**src/rtl/keypad_pkg.sv**
```systemverilog
// Shared types and helpers for the keypad decode path.
package keypad_pkg;

  localparam int NUM_KEYS = 20;
  localparam int CODE_W   = 5;

  typedef enum logic [1:0] {
    IDLE     = 2'd0,
    HELD     = 2'd1,
    ERR_WAIT = 2'd2
  } key_state_t;

  function automatic logic is_valid_code(input logic [CODE_W-1:0] code);
    return code < CODE_W'(NUM_KEYS);
  endfunction

  function automatic logic [NUM_KEYS-1:0] code_to_onehot(input logic [CODE_W-1:0] code);
    logic [NUM_KEYS-1:0] one;
    one = {{(NUM_KEYS-1){1'b0}}, 1'b1};
    return one << code;
  endfunction

endpackage

```
**src/rtl/key_repeat_timer.sv**
```systemverilog
// Hold/auto-repeat timer: first pulse after HOLD_CYCLES of run, then every
// REPEAT_CYCLES. clear has priority and returns to the first-hold phase.
module key_repeat_timer #(
  parameter int HOLD_CYCLES   = 8,
  parameter int REPEAT_CYCLES = 4,
  parameter int CNT_W         = 16
) (
  input  logic clk,
  input  logic rst,
  input  logic run,
  input  logic clear,
  output logic repeat_p
);

  logic [CNT_W-1:0] cnt;
  logic             phase_rep;
  logic [CNT_W-1:0] limit;

  assign limit = phase_rep ? CNT_W'(REPEAT_CYCLES - 1) : CNT_W'(HOLD_CYCLES - 1);

  always_ff @(posedge clk or negedge rst) begin
    if (!rst) begin
      cnt       <= '0;
      phase_rep <= 1'b0;
      repeat_p  <= 1'b0;
    end else if (clear) begin
      cnt       <= '0;
      phase_rep <= 1'b0;
      repeat_p  <= 1'b0;
    end else if (run) begin
      if (cnt == limit) begin
        cnt       <= '0;
        phase_rep <= 1'b1;
        repeat_p  <= 1'b1;
      end else begin
        cnt      <= cnt + CNT_W'(1);
        repeat_p <= 1'b0;
      end
    end else begin
      repeat_p <= 1'b0;
    end
  end

endmodule

```
**src/rtl/keycode_decoder.sv**
```systemverilog
// Keypad code decoder: registered one-hot held key plus press/release/err
// pulses. Auto-repeat is built only when KEY_REPEAT_EN is defined.
//
// state    | meaning
// IDLE     | no key held, waiting for a valid strobe
// HELD     | valid key latched, repeat timer running
// ERR_WAIT | invalid code seen, waiting for full release
module keycode_decoder
  import keypad_pkg::*;
#(
  parameter int HOLD_CYCLES   = 8,
  parameter int REPEAT_CYCLES = 4,
  parameter int CNT_W         = 16
) (
  input  logic                clk,
  input  logic                rst,
  input  logic [CODE_W-1:0]   code,
  input  logic                strobe,
  output logic [NUM_KEYS-1:0] key_onehot,
  output logic [CODE_W-1:0]   key_code,
  output logic                key_valid,
  output logic                press,
  output logic                release_p,
  output logic                repeat_p,
  output logic                err
);

  key_state_t          state, state_n;
  logic [NUM_KEYS-1:0] onehot_n;
  logic [CODE_W-1:0]   code_n;
  logic                valid_n, press_n, release_n, err_n;
  logic                code_ok;

  assign code_ok = is_valid_code(code);

  always_comb begin
    state_n   = state;
    onehot_n  = key_onehot;
    code_n    = key_code;
    valid_n   = key_valid;
    press_n   = 1'b0;
    release_n = 1'b0;
    err_n     = 1'b0;
    case (state)
      IDLE: begin
        if (strobe && code_ok) begin
          state_n  = HELD;
          onehot_n = code_to_onehot(code);
          code_n   = code;
          valid_n  = 1'b1;
          press_n  = 1'b1;
        end else if (strobe) begin
          state_n = ERR_WAIT;
          err_n   = 1'b1;
        end
      end
      HELD: begin
        if (!strobe || !code_ok) begin
          state_n   = strobe ? ERR_WAIT : IDLE;
          onehot_n  = '0;
          code_n    = '0;
          valid_n   = 1'b0;
          release_n = 1'b1;
          err_n     = strobe;
        end else if (code != key_code) begin
          // rollover: drop the old key and accept the new one in one cycle
          onehot_n  = code_to_onehot(code);
          code_n    = code;
          release_n = 1'b1;
          press_n   = 1'b1;
        end
      end
      ERR_WAIT: begin
        if (!strobe) state_n = IDLE;
      end
      default: begin
        state_n  = IDLE;
        onehot_n = '0;
        code_n   = '0;
        valid_n  = 1'b0;
      end
    endcase
  end

  always_ff @(posedge clk or negedge rst) begin
    if (!rst) begin
      state      <= IDLE;
      key_onehot <= '0;
      key_code   <= '0;
      key_valid  <= 1'b0;
      press      <= 1'b0;
      release_p  <= 1'b0;
      err        <= 1'b0;
    end else begin
      state      <= state_n;
      key_onehot <= onehot_n;
      key_code   <= code_n;
      key_valid  <= valid_n;
      press      <= press_n;
      release_p  <= release_n;
      err        <= err_n;
    end
  end

`ifdef KEY_REPEAT_EN
  logic run;

  // any press, release or error this cycle clears the timer, so it never ties with them
  assign run = (state == HELD) && strobe && code_ok && (code == key_code);

  key_repeat_timer #(
    .HOLD_CYCLES  (HOLD_CYCLES),
    .REPEAT_CYCLES(REPEAT_CYCLES),
    .CNT_W        (CNT_W)
  ) u_timer (
    .clk     (clk),
    .rst     (rst),
    .run     (run),
    .clear   (!run),
    .repeat_p(repeat_p)
  );
`else
  logic unused_cfg;
  assign unused_cfg = ^{HOLD_CYCLES, REPEAT_CYCLES, CNT_W};
  assign repeat_p   = 1'b0;
`endif

endmodule

```
**config.mk**
```make
export PLATFORM = sky130hd
export DESIGN_NAME = keycode_decoder
export DESIGN_NICKNAME = d
export VERILOG_FILES = /design/src/rtl/keypad_pkg.sv /design/src/rtl/key_repeat_timer.sv /design/src/rtl/keycode_decoder.sv
export SDC_FILE = /design/constraint.sdc
export NUM_CORES = 1
export LEC_CHECK = 0
export BUFFER_PORTS_ARGS = -buffer_cell sky130_fd_sc_hd__buf_2
export CAP_MARGIN = 20
export CORE_ASPECT_RATIO = 0.9
export CORE_MARGIN = 1
export CORE_UTILIZATION = 49
export CTS_BUF_LIST = sky130_fd_sc_hd__clkbuf_4 sky130_fd_sc_hd__clkbuf_8
export DETAILED_ROUTE_END_ITERATION = 10
export PLACE_DENSITY_LB_ADDON = 0.2
export SKIP_CTS_REPAIR_TIMING = 1
export SYNTH_ARGS = -nofsm -noshare
export SYNTH_HDL_FRONTEND = slang
export SYNTH_SLANG_ARGS = --single-unit
```
**constraint.sdc**
```tcl
create_clock -name clk -period 1.45 [get_ports clk]
set_input_delay 0.2175 -clock clk [delete_from_list [all_inputs] [get_ports clk]]
set_output_delay 0.2175 -clock clk [all_outputs]
set_load 0.02 [all_outputs]
```
# After elaboration in Yosys (flattened, before gate mapping)
# Cells that the tools add are included.
[word_totals]
regBits = 31
in_bits = 8
output_inout_bits = 30
elab_cells = 53
[classes]
order_cmp = 1
eq_ne = 8
shifts = 1
n_mux = 27
bitwise = 1
n_reduce_logical = 8
[op_table]
columns = ["operator", "count"]
rows = [
  ["two-way mux 20 bit", 3],
  ["case mux 20 bit (3 select lines)", 1],
  ["<< shifter 1 x 5 -> 20 bit (first input constant)", 1],
  ["two-way mux 5 bit", 3],
  ["case mux 5 bit (3 select lines)", 1],
  ["two-way mux 1 bit", 10],
  ["two-way mux 2 bit", 5],
  ["AND reduction 3 bit", 3],
  ["!= test 2 bit (second input constant)", 3],
  ["!= test 3 bit (second input constant)", 2],
  ["case mux 2 bit (3 select lines)", 1],
  ["less-than comparator 5 bit (second input constant)", 1],
  ["!= test 5 bit", 1],
  ["case mux 1 bit (2 select lines)", 2],
  ["case mux 1 bit (3 select lines)", 1],
  ["equality test 2 x 1 -> 1 bit (second input constant)", 1],
  ["equality test 2 bit (second input constant)", 1],
  ["zero test 1 bit", 2],
  ["zero test 2 bit", 1],
  ["logical AND 1 bit", 1],
  ["logical OR 1 bit", 1],
  ["NOT 1 bit", 1],
]

# Depth between registers and ports, before layout
[depth]
depth_word = 5
ltp_mapped = 7
depth_no_buf = 5

# Least setup slack after synthesis
# OpenSTA, ideal clock, no wires.
[synth_timing]
kind = "flip-flop to flip-flop"
startpoint = "register key_code[3]"
endpoint = "register key_onehot[11]"
setup_ns = 0.125
t_arrival_ns = 1.493
required_time_ns = 1.325
slack_ns = -0.168
stages_incl_launch_ff = 5
path_buffers = 0
period_less_slack_ns = 1.618
path_cell_list = "dfrtp_1 xnor2_1 nand3_2 o31ai_4 mux2_2"
[synth_between]
elab_chain_cells = 3
[synth_rtl]
columns = ["item", "line", "rtl"]
rows = [
  ["start: declaration", "keycode_decoder.sv:20", "output logic [CODE_W-1:0] key_code,"],
  ["start signal: assignment", "keycode_decoder.sv:97", "key_code <= code_n;"],
  ["!= test 5 bit", "keycode_decoder.sv:65", "end else if (code != key_code) begin"],
  ["!= test 3 bit (no source line)", "n/a", ""],
  ["AND reduction 3 bit (no source line)", "n/a", ""],
  ["end signal: assignment", "keycode_decoder.sv:96", "key_onehot <= onehot_n;"],
  ["end: declaration", "keycode_decoder.sv:19", "output logic [NUM_KEYS-1:0] key_onehot,"],
]
# No other way between the ends.
# A chain may end at the register's enable or synchronous reset.

# Worst setup path after layout
[layout_timing]
startpoint = "register key_code[1]"
endpoint = "register key_onehot[11]"
# Same word-level chain as after synthesis.

==> Flow_metrics.wiki <==
{| class="wikitable"
! Metric !! Value
|-
| Outcome || finished with violations
|-
| Violations in the final reports || negative setup slack
|-
| Yosys Warn Count || 0
|-
| Max-slew violation count || 0
|-
| # clock sinks || 31
|-
| Mean post-synth cell area || 11.8 µm²
|-
| Clock power share || 0.336
|-
| Routed len/inst || 14.6 µm
|-
| Power share of the sequential group || 0.446
|-
| Routed wl met3 || 138 µm
|-
| Syn_nets || 134
|-
| Starting utilization of the core area || 0.529
|-
| Final hold viol count || 0
|-
| PnR worst setup slack || -0.0675 ns
|-
| Top fanout value on the critical path || 4
|-
| Number of nets still failing antenna checks after routing || 0
|-
| Cell type of the slowest stage on the worst timing path || sky130_fd_sc_hd__dfrtp_2
|-
| Cell total after placement || 224
|-
| Final Wtd Congestion || 0.932
|-
| Number of standard-cell rows in the floorplan || 18
|-
| Worst hold path cell count || 2
|-
| Minimum hold slack || 0.183 ns
|-
| Final #Nets || 200
|-
| Portion of the post-synthesis area used by sequential elements || 0.521
|-
| Asr flop ratio synth || 1.00
|-
| All-Layer GR Usage || 0.239
|-
| Final worst clock skew || 0.00548 ns
|-
| Crit path cell chain || xnor2_2 -> nand3_2 -> o31ai_4 -> mux2_2
|-
| P per Cell Area || 1030 mW/mm²
|-
| Number of port buffers || 36
|-
| WP buf/inv || 0
|-
| Worst hold path endpoint || state[1]
|-
| Hold Crit Start || strobe
|-
| Combinational power share || 0.218
|-
| Clock root cell || sky130_fd_sc_hd__clkbuf_4
|-
| Area of the die || 0.00326 mm²
|-
| R2R depth || 4
|-
| Crit path arrival time || 1.74 ns
|-
| Cell Int Power || 0.00152 W
|-
| Cell variety after synth || 39
|-
| Number of CTS-inserted buffers || 5
|-
| Pin count of the biggest net entering global routing || 18
|-
| Top routing layer used || met4
|-
| Routed met1 length || 1590 µm
|-
| # IOs || 38
|-
| Post-layout instance count excluding filler cells || 233
|-
| Startpoint of the worst-slack reg-to-reg timing path || key_code[1]
|-
| Detailed-placement wirelength estimate || 2610 µm
|-
| Leakage power || 0.993 nW
|-
| Share of layout cells above drive strength 1 || 0.549
|-
| FF+latch count, synth || 31
|-
| Height of the chip || 54.3 µm
|-
| Internal reg-to-reg setup slack || -0.07 ns
|-
| Insertion delay to the later sink of the worst-skew pair || 0.33 ns
|-
| Vias per cell || 5.24
|-
| Number of setup violations in the final report || 20
|-
| Placed Instance Area || 0.00195 mm²
|-
| IR Drop Worst-Case VDD || 0.729 mV
|-
| Net switching component of the power || 0.000599 W
|-
| Clock slew at reported path FFs || 0.10 ns
|-
| Largest buffer count on any clock path || 2
|-
| Max-Cap Viols || 0
|-
| CTS tree || built
|-
| Total length of routed wires || 3410 µm
|-
| First DRT Iteration DRCs || 60
|-
| Portion of synthesized cell area occupied by the leading cell type || 0.521
|-
| # DRC || 0
|-
| Critical path type || reg -> reg
|-
| Shortest clock period the worst path allows after layout || 1.52 ns
|-
| Die Span X || 60.1 µm
|-
| Post-synth top area cell || sky130_fd_sc_hd__dfrtp_1
|-
| Data required time of the worst path || 1.67 ns
|-
| Top FF cell, synth || sky130_fd_sc_hd__dfrtp_1
|-
| Max incr delay on CP || 0.43 ns
|-
| Synthesis-to-finish area growth || 37.7%
|-
| TritonRoute pass-1 iters || 4
|-
| Detailed-routed wire length on met2 || 1640 µm
|-
| Worst setup SP type || flip-flop
|-
| Filler cells || 210
|-
| Number of enable flip-flop cells after synthesis || 0
|-
| Share of the clock period used by the worst path after layout || 1.05
|-
| Via count || 1221
|-
| End of the worst register-to-register path || key_onehot[11]
|-
| Setup repair after global routing missed its margin || yes
|-
| Top achievable clock speed || 659 MHz
|-
| Global-route wire length before repair || 5520 µm
|-
| Vias in the first global route || 1199
|-
| Final antenna diode count || 0
|-
| Critical path capture point type || flip-flop
|-
| DP Worst Slack || -0.0758 ns
|-
| Worst min path class || in -> reg
|-
| Leading post-synthesis cells by cell area || sky130_fd_sc_hd__dfrtp_1, sky130_fd_sc_hd__o2bb2ai_1, sky130_fd_sc_hd__nand2_1, sky130_fd_sc_hd__nand4_1, sky130_fd_sc_hd__buf_6
|-
| CP top delay family || flip-flops
|-
| Total number of H-tree levels || 2
|-
| Gate count of the mapped netlist || 126
|-
| Fin area || 0.00205 mm²
|-
| Total gr overflow || 0
|-
| Core Area || 0.00282 mm²
|-
| Antenna violations before repair || 0
|-
| Cell area after technology mapping || 0.00149 mm²
|-
| Switching fraction of total power || 0.282
|}
-- cell families (layout without fill, tap and decap cells) --
kind of cell | after synthesis | in the layout | share of synthesized area
XOR/XNOR | 5 | 5 | 0.0395
AO/OA/AOI/OAI | 31 | 31 | 0.176
multiplexers | 3 | 3 | 0.0218
flip-flops | 31 | 31 | 0.521
buffers and inverters | 10 | 77 | 0.0580
adder cells (fa/ha/maj) | 1 | 1 | 0.00672
other | 1 | 1 | 0.00252
AND/OR/NAND/NOR | 44 | 44 | 0.174
-- worst max path at each step --
stage | endpoint | from | depth (start not counted)
finish | key_onehot[11] | key_code[1] | 4
global placement | key_onehot[15] | code[3] | 5
global route | key_onehot[15] | key_code[1] | 4
CTS | key_onehot[11] | key_code[1] | 4
detailed placement | key_onehot[13] | code[3] | 7
floorplan | key_onehot[11] | key_code[1] | 4
-- power groups by stage --
stage | Clock [W] | Sequential [W] | Combinational [W]
floorplan | 0 | 0.00102 | 0.000232
global placement | 0 | 0.000962 | 0.000453
detailed placement | 0 | 0.000965 | 0.000460
CTS | 0.000726 | 0.000948 | 0.000461
global route | 0.000768 | 0.000954 | 0.000503
finish | 0.000713 | 0.000947 | 0.000462
-- through the flow --
stage	TNS (ns)	total power (W)	utilization
2_1_floorplan	-0.850	0.00125	-
3_3_place_gp	-0.213	0.00142	0.692
3_5_place_dp	-0.768	0.00142	0.692
4_1_cts	-1.03	0.00213	0.723
5_1_grt	-2.69	0.00223	0.728
6_report	-0.742	0.00212	0.728
-- cell type report --
type                       instances  area [µm²]  share of cell area
sequential                        31         782               0.381
multi-input combinational         85         709               0.346
timing repair buffer              67         415               0.203
clock buffer                       6        51.3              0.0250
tap                               40        50.0              0.0244
clock inverter                     2        35.0              0.0171
inverter                           2        7.51             0.00366
-- flip-flops by register name, indices dropped and copies added, names as in the netlist --
register    cells
key_valid       1
key_code        5
press           1
key_onehot     20
release_p       1
err             1
state           2
-- cells in the mapped netlist (2+ instances only) --
cell / count
sky130_fd_sc_hd__and2b_2: 2
sky130_fd_sc_hd__buf_2: 2
sky130_fd_sc_hd__buf_4: 2
sky130_fd_sc_hd__buf_6: 3
sky130_fd_sc_hd__dfrtp_1: 31
sky130_fd_sc_hd__mux2_2: 2
sky130_fd_sc_hd__nand2_1: 11
sky130_fd_sc_hd__nand2b_1: 3
sky130_fd_sc_hd__nand3_2: 2
sky130_fd_sc_hd__nand4_1: 6
sky130_fd_sc_hd__nor2_1: 5
sky130_fd_sc_hd__nor2b_1: 3
sky130_fd_sc_hd__nor3_1: 3
sky130_fd_sc_hd__nor4b_1: 2
sky130_fd_sc_hd__o211ai_1: 2
sky130_fd_sc_hd__o21ai_0: 4
sky130_fd_sc_hd__o2bb2ai_1: 18
sky130_fd_sc_hd__xnor2_1: 3
sky130_fd_sc_hd__xnor2_2: 2
-- worst reg2reg max path, cell delays in order, from the launching register on --
cell,delay [ns]
sky130_fd_sc_hd__dfrtp_2,0.43
sky130_fd_sc_hd__xnor2_2,0.16
sky130_fd_sc_hd__nand3_2,0.13
sky130_fd_sc_hd__o31ai_4,0.31
sky130_fd_sc_hd__mux2_2,0.38
-- cells in the final DEF (no fill, tap or decap), types with 4 or more instances in the layout --
| cell type | count |
|---|---|
| sky130_fd_sc_hd__xnor2_2 | 5 |
| sky130_fd_sc_hd__dfrtp_2 | 5 |
| sky130_fd_sc_hd__o2bb2ai_2 | 8 |
| sky130_fd_sc_hd__clkbuf_4 | 5 |
| sky130_fd_sc_hd__buf_2 | 36 |
| sky130_fd_sc_hd__o2bb2ai_1 | 10 |
| sky130_fd_sc_hd__dfrtp_1 | 26 |
| sky130_fd_sc_hd__nand4_1 | 6 |
| sky130_fd_sc_hd__buf_4 | 30 |
| sky130_fd_sc_hd__o21ai_0 | 4 |
| sky130_fd_sc_hd__nand2_1 | 11 |
| sky130_fd_sc_hd__nor2_1 | 5 |
-- layer usage --
layer | vias to the layer above | global-route usage
li1 | 589 | -
met1 | 600 | 0.311
met2 | 27 | 0.385
met3 | 5 | 0.0544
met4 | 0 | 0.105
met5 | - | 0
Power figures use the tool's default switching activity.
